**config.mk**
```make
export PLATFORM = sky130hd
export DESIGN_NAME = temp_alarm_ctrl
export DESIGN_NICKNAME = d
export VERILOG_FILES = /design/src/rtl/temp_alarm_ctrl.sv
export SDC_FILE = /design/constraint.sdc
export NUM_CORES = 1
export LEC_CHECK = 0
export ABC_AREA = 1
export BUFFER_PORTS_ARGS = -buffer_cell sky130_fd_sc_hd__buf_2
export CAP_MARGIN = 25
export CORE_UTILIZATION = 45
export DETAILED_ROUTE_END_ITERATION = 10
export HOLD_SLACK_MARGIN = 0.02
export PLACE_DENSITY = 0.66
export SLEW_MARGIN = 30
export SYNTH_ARGS = -nofsm -noshare
export SYNTH_HDL_FRONTEND = slang
export SYNTH_SLANG_ARGS = --single-unit
```
**constraint.sdc**
```tcl
create_clock -name Clk -period 3.4 [get_ports Clk]
set_clock_uncertainty 0.1 [all_clocks]
set_input_delay 0.17 -clock Clk [delete_from_list [all_inputs] [get_ports Clk]]
set_output_delay 0.17 -clock Clk [all_outputs]
set_load 0.05 [all_outputs]
```
**src/rtl/temp_alarm_ctrl.sv**
```systemverilog
// Temperature alarm decision stage: threshold compare with hysteresis and N-sample
// confirmation, mute/timeout handling, and the Audio_Display control word.
module temp_alarm_ctrl #(
    parameter int          TEMP_W        = 16,
    parameter int          CONFIRM_N     = 4,
    parameter int unsigned MAX_ON_CYCLES = 1_000_000_000
) (
    input  logic                     Clk,
    input  logic                     Reset,
    input  logic signed [TEMP_W-1:0] Temp_Data,
    input  logic                     Temp_Valid,
    input  logic signed [TEMP_W-1:0] Th_High,
    input  logic signed [TEMP_W-1:0] Th_Low,
    input  logic                     Mute,
    output logic [31:0]              Audio_Display,
    output logic [1:0]               Alarm_State,
    output logic                     Config_Err
);

    typedef enum logic [1:0] {
        IDLE    = 2'd0,
        PENDING = 2'd1,
        ALARM   = 2'd2,
        MUTED   = 2'd3
    } state_t;

    localparam logic [3:0]  CONFIRM_TARGET = 4'(CONFIRM_N);
    localparam logic [31:0] TIMER_LAST     = 32'(MAX_ON_CYCLES - 1);

    state_t                     state_reg, state_next;
    logic [3:0]                 confirm_reg, confirm_next;
    logic [31:0]                timer_reg, timer_next;
    logic [7:0]                 event_reg, event_next;
    logic signed [TEMP_W-1:0]   latched_reg, latched_next;
    logic                       above_high;
    logic                       below_low;
    logic                       enter_alarm;
    logic signed [15:0]         latched_16;

    assign above_high = Temp_Valid && (Temp_Data > Th_High);
    assign below_low  = Temp_Valid && (Temp_Data < Th_Low);
    assign Config_Err = (Th_Low > Th_High);

    always_ff @(posedge Clk or negedge Reset) begin
        if (!Reset) begin
            state_reg   <= IDLE;
            confirm_reg <= '0;
            timer_reg   <= '0;
            event_reg   <= '0;
            latched_reg <= '0;
        end else begin
            state_reg   <= state_next;
            confirm_reg <= confirm_next;
            timer_reg   <= timer_next;
            event_reg   <= event_next;
            latched_reg <= latched_next;
        end
    end

    always_comb begin
        state_next   = state_reg;
        confirm_next = confirm_reg;
        timer_next   = timer_reg;
        event_next   = event_reg;
        latched_next = latched_reg;
        enter_alarm  = 1'b0;

        if (Config_Err) begin
            // Bad thresholds: park in IDLE, keep the event history visible.
            state_next   = IDLE;
            confirm_next = '0;
            timer_next   = '0;
        end else begin
            case (state_reg)
                IDLE: begin
                    if (above_high) begin
                        confirm_next = 4'd1;
                        if (CONFIRM_N == 1) enter_alarm = 1'b1;
                        else                state_next  = PENDING;
                    end
                end
                PENDING: begin
                    if (above_high) begin
                        if (confirm_reg + 4'd1 == CONFIRM_TARGET) enter_alarm  = 1'b1;
                        else                                      confirm_next = confirm_reg + 4'd1;
                    end else if (Temp_Valid) begin
                        state_next   = IDLE;
                        confirm_next = '0;
                    end
                end
                ALARM: begin
                    timer_next = timer_reg + 32'd1;
                    if (below_low) begin
                        state_next = IDLE;
                        timer_next = '0;
                    end else if (Mute || (timer_reg == TIMER_LAST)) begin
                        state_next = MUTED;
                    end
                end
                MUTED: begin
                    // Only a clearing sample re-arms; Mute is meaningless here.
                    if (below_low) begin
                        state_next = IDLE;
                        timer_next = '0;
                    end
                end
                default: state_next = IDLE;
            endcase
        end

        if (enter_alarm) begin
            state_next   = ALARM;
            confirm_next = '0;
            timer_next   = '0;
            latched_next = Temp_Data;
            if (event_reg != 8'hFF) event_next = event_reg + 8'd1;
        end
    end

    generate
        if (TEMP_W >= 16) begin : g_trunc
            assign latched_16 = latched_reg[15:0];
        end else begin : g_sext
            assign latched_16 = {{(16-TEMP_W){latched_reg[TEMP_W-1]}}, latched_reg};
        end
    endgenerate

    assign Audio_Display = {latched_16, event_reg, 5'd0, state_reg, (state_reg == ALARM)};
    assign Alarm_State   = state_reg;

endmodule
```
==> results.json <==
{
  "hp-class": "in -> reg",
  "hpwlAfterDp_um": 9520,
  "synthFlopType": "dfrtp_1",
  "slowest_delay_ns": 0.53,
  "yosys-top-cells-area": "dfrtp_1 (30%), nand2_1 (18%), ha_1 (12%)",
  "clock_latency_ns": 0.33,
  "final_layout_size_suffix_gt1_frac": 0.173,
  "worst_pin_slew_ns": 0.598,
  "ant_nets": 0,
  "rsz0062_at_grt": "no",
  "cp_top_family": "simple AND/OR/NAND/NOR gates",
  "cp_data_arrival_time_ns": 2.94,
  "cts_root_buf": "clkbuf_16",
  "crit_buf_inv": 3,
  "routed_via_density": 5.02,
  "antenna_found_initial": 0,
  "worstPathMaxFanout": 32,
  "status": "completed",
  "crit_required_ns": 3.51,
  "synth_area_sq_um": 5100,
  "yosysTopAreaCell": "dfrtp_1",
  "h-tree-depth": 3,
  "cts_buffers": 9,
  "cts.clk_slew.worst_paths_ns": 0.06,
  "routabilityCongestion": 0.870,
  "critPathKind": "in -> reg",
  "synth_area_per_cell_sq_um": 7.23,
  "crit_path_top_delay_cell": "dlygate4sd3_1",
  "yosys_warnings": 0,
  "wirelength_um": 12200,
  "r2r-start": "timer_reg[0]$_DFFE_PN0P_",
  "postPlaceCellArea_sq_um": 5600,
  "largest_reg_flops": 32,
  "pin_count": 87,
  "fin_tns_setup_ns": 0,
  "final_nets": 904,
  "ys_top_cells_by_count": "nand2_1 (241), inv_1 (84), dfrtp_1 (62), ha_1 (50), nor2_1 (48)",
  "syn_inst": 705,
  "clock_path_buffers": 2,
  "drc": 0,
  "cp-startpoint": "Temp_Data[15]",
  "cts_tree": "done",
  "endpoint": "timer_reg[19]$_DFFE_PN0P_",
  "grtUsageTotal": 0.225,
  "ys_ff_latch": 62,
  "row_count": 38,
  "dieArea_sq_um": 11800,
  "dp.cells": 916,
  "final_cell_area_sq_um": 6060,
  "vias": 4755,
  "syn_to_final_growth_pct": 18.9,
  "ir_drop_mv": 0.366,
  "yosysMostFrequentCell": "nand2_1",
  "finalHoldViolations": 0,
  "finalHoldWorstSlack_ns": 0.0430,
  "cp_cell_sequence": "dlygate4sd3_1 > buf_2 > ha_1 > nand2_1 > inv_1 > nand2_1 > nand2_1 > a21oi_1 > nand3_1 > nand2_1 > nand3_2 > nor2_4 > nand3_4 > nand3_4 > nand2_4 > nand2_1 > nand2_1",
  "die-width_um": 108,
  "cts.sinks": 62,
  "drt-initial-drc-count": 242,
  "grt_overflow": 0,
  "yosysUniqueCellTypes": 46,
  "synth_edf_count": 0,
  "relSlewSlack": 0.601,
  "worstSetupStartpointType": "input pin",
  "drtPass1Iterations": 5,
  "diodes": 0,
  "grt_pass1_vias": 4638,
  "critPathCaptureType": "register",
  "cp_common_cell": "nand2_1",
  "final.period_utilization": 0.832,
  "core-area_sq_um": 10900,
  "path_depth": 17,
  "drv_slew": 0,
  "synth.yosys.seq_area_share": 0.304,
  "setup_viol": 0,
  "ys_async_sr_fraction": 1.00,
  "period_needed_ns": 2.83,
  "fin_util": 0.554,
  "io_buffers": 81,
  "rrSetupSlack_ns": 1.04,
  "grt_pass1_wl_um": 21000,
  "yosysTopAreaCellShare": 0.304,
  "initial_utilization": 0.466,
  "r2r-end": "timer_reg[30]$_DFFE_PN0P_",
  "die_h_um": 108,
  "p_leak_nw": 3.34,
  "power_density_nw_per_um2": 364,
  "fmax_ghz": 0.354,
  "worstRegToRegCells": 11,
  "avgRoutedWirePerCell_um": 12.9,
  "maxCapViolCount": 0,
  "final_cells": 947,
  "grt_max_degree": 46
}
## report_power, final
part	total [mW]	switching, mW	internal, mW
Clock	0.974	0.334	0.640
Sequential	0.777	0.0216	0.756
Combinational	0.456	0.312	0.144
## logic make-up after synthesis
family | share of synthesized area
AND/OR/NAND/NOR | 0.388
buffers and inverters | 0.0884
flip-flops | 0.304
adder cells (fa/ha/maj) | 0.123
AO/OA/AOI/OAI | 0.0388
XOR/XNOR | 0.0567
other | 0.000736
## cell usage in the layout, fill, tap and decap left out, types with 5 or more instances in the layout
cell / count
a21oi_1: 16
buf_2: 81
clkbuf_16: 9
conb_1: 5
dfrtp_1: 62
dlygate4sd3_1: 15
ha_1: 50
inv_1: 84
nand2_1: 241
nand2_2: 6
nand3_1: 39
nand4_1: 23
nor2_1: 48
nor2_2: 6
nor2_4: 7
nor3_1: 14
nor4_1: 5
o21ai_0: 5
or2_0: 5
or2_1: 7
xnor2_1: 12
xor2_1: 21
## worst min-delay path: stages
cell     delay (ns)
buf_2          0.11
nand2_1        0.08
nand2_1        0.08
## metrics by stage
stage | power, mW | setup slack (ns)
after floorplan | 1.13 | 0.797
after global placement | 1.22 | 0.762
after detailed placement | 1.24 | 0.713
after CTS | 2.23 | 0.535
after global routing | 2.33 | 0.250
final | 2.21 | 0.572
## routing by layer
layer,share of wire,wire [um],global-route usage
met1,0.45,5450,0.279
met5,0,0,0
met2,0.49,6020,0.395
met4,0.015,189,0.0647
met3,0.045,550,0.0446
## timing repair
action,4_1_cts,5_1_grt
endpoints found under the hold margin,31,0
buffers inserted,0,0
resized for setup,0,0
hold buffers,15,0
## layout make-up
type                       instances  area, sq um
inverter                          88          330
sequential                        62         1550
timing repair buffer              99          578
tap                              140          175
multi-input combinational        542         3110
fill                            1032         4870
clock inverter                     6         86.3
clock buffer                      10          229
## worst min path at each step
stage                            start                         end  cells past startpoint
after floorplan                  Reset  Alarm_State[0]$_DFFE_PN0P_                      0
final                     Temp_Data[6]   latched_16[6]$_DFFE_PN0N_                      3
after CTS                 Temp_Data[6]   latched_16[6]$_DFFE_PN0N_                      3
after detailed placement         Reset    event_reg[6]$_DFFE_PN0P_                      1
after global routing      Temp_Data[6]   latched_16[6]$_DFFE_PN0N_                      3
after global placement           Reset    event_reg[6]$_DFFE_PN0P_                      1
No activity file was read; power rests on OpenSTA's default activity.
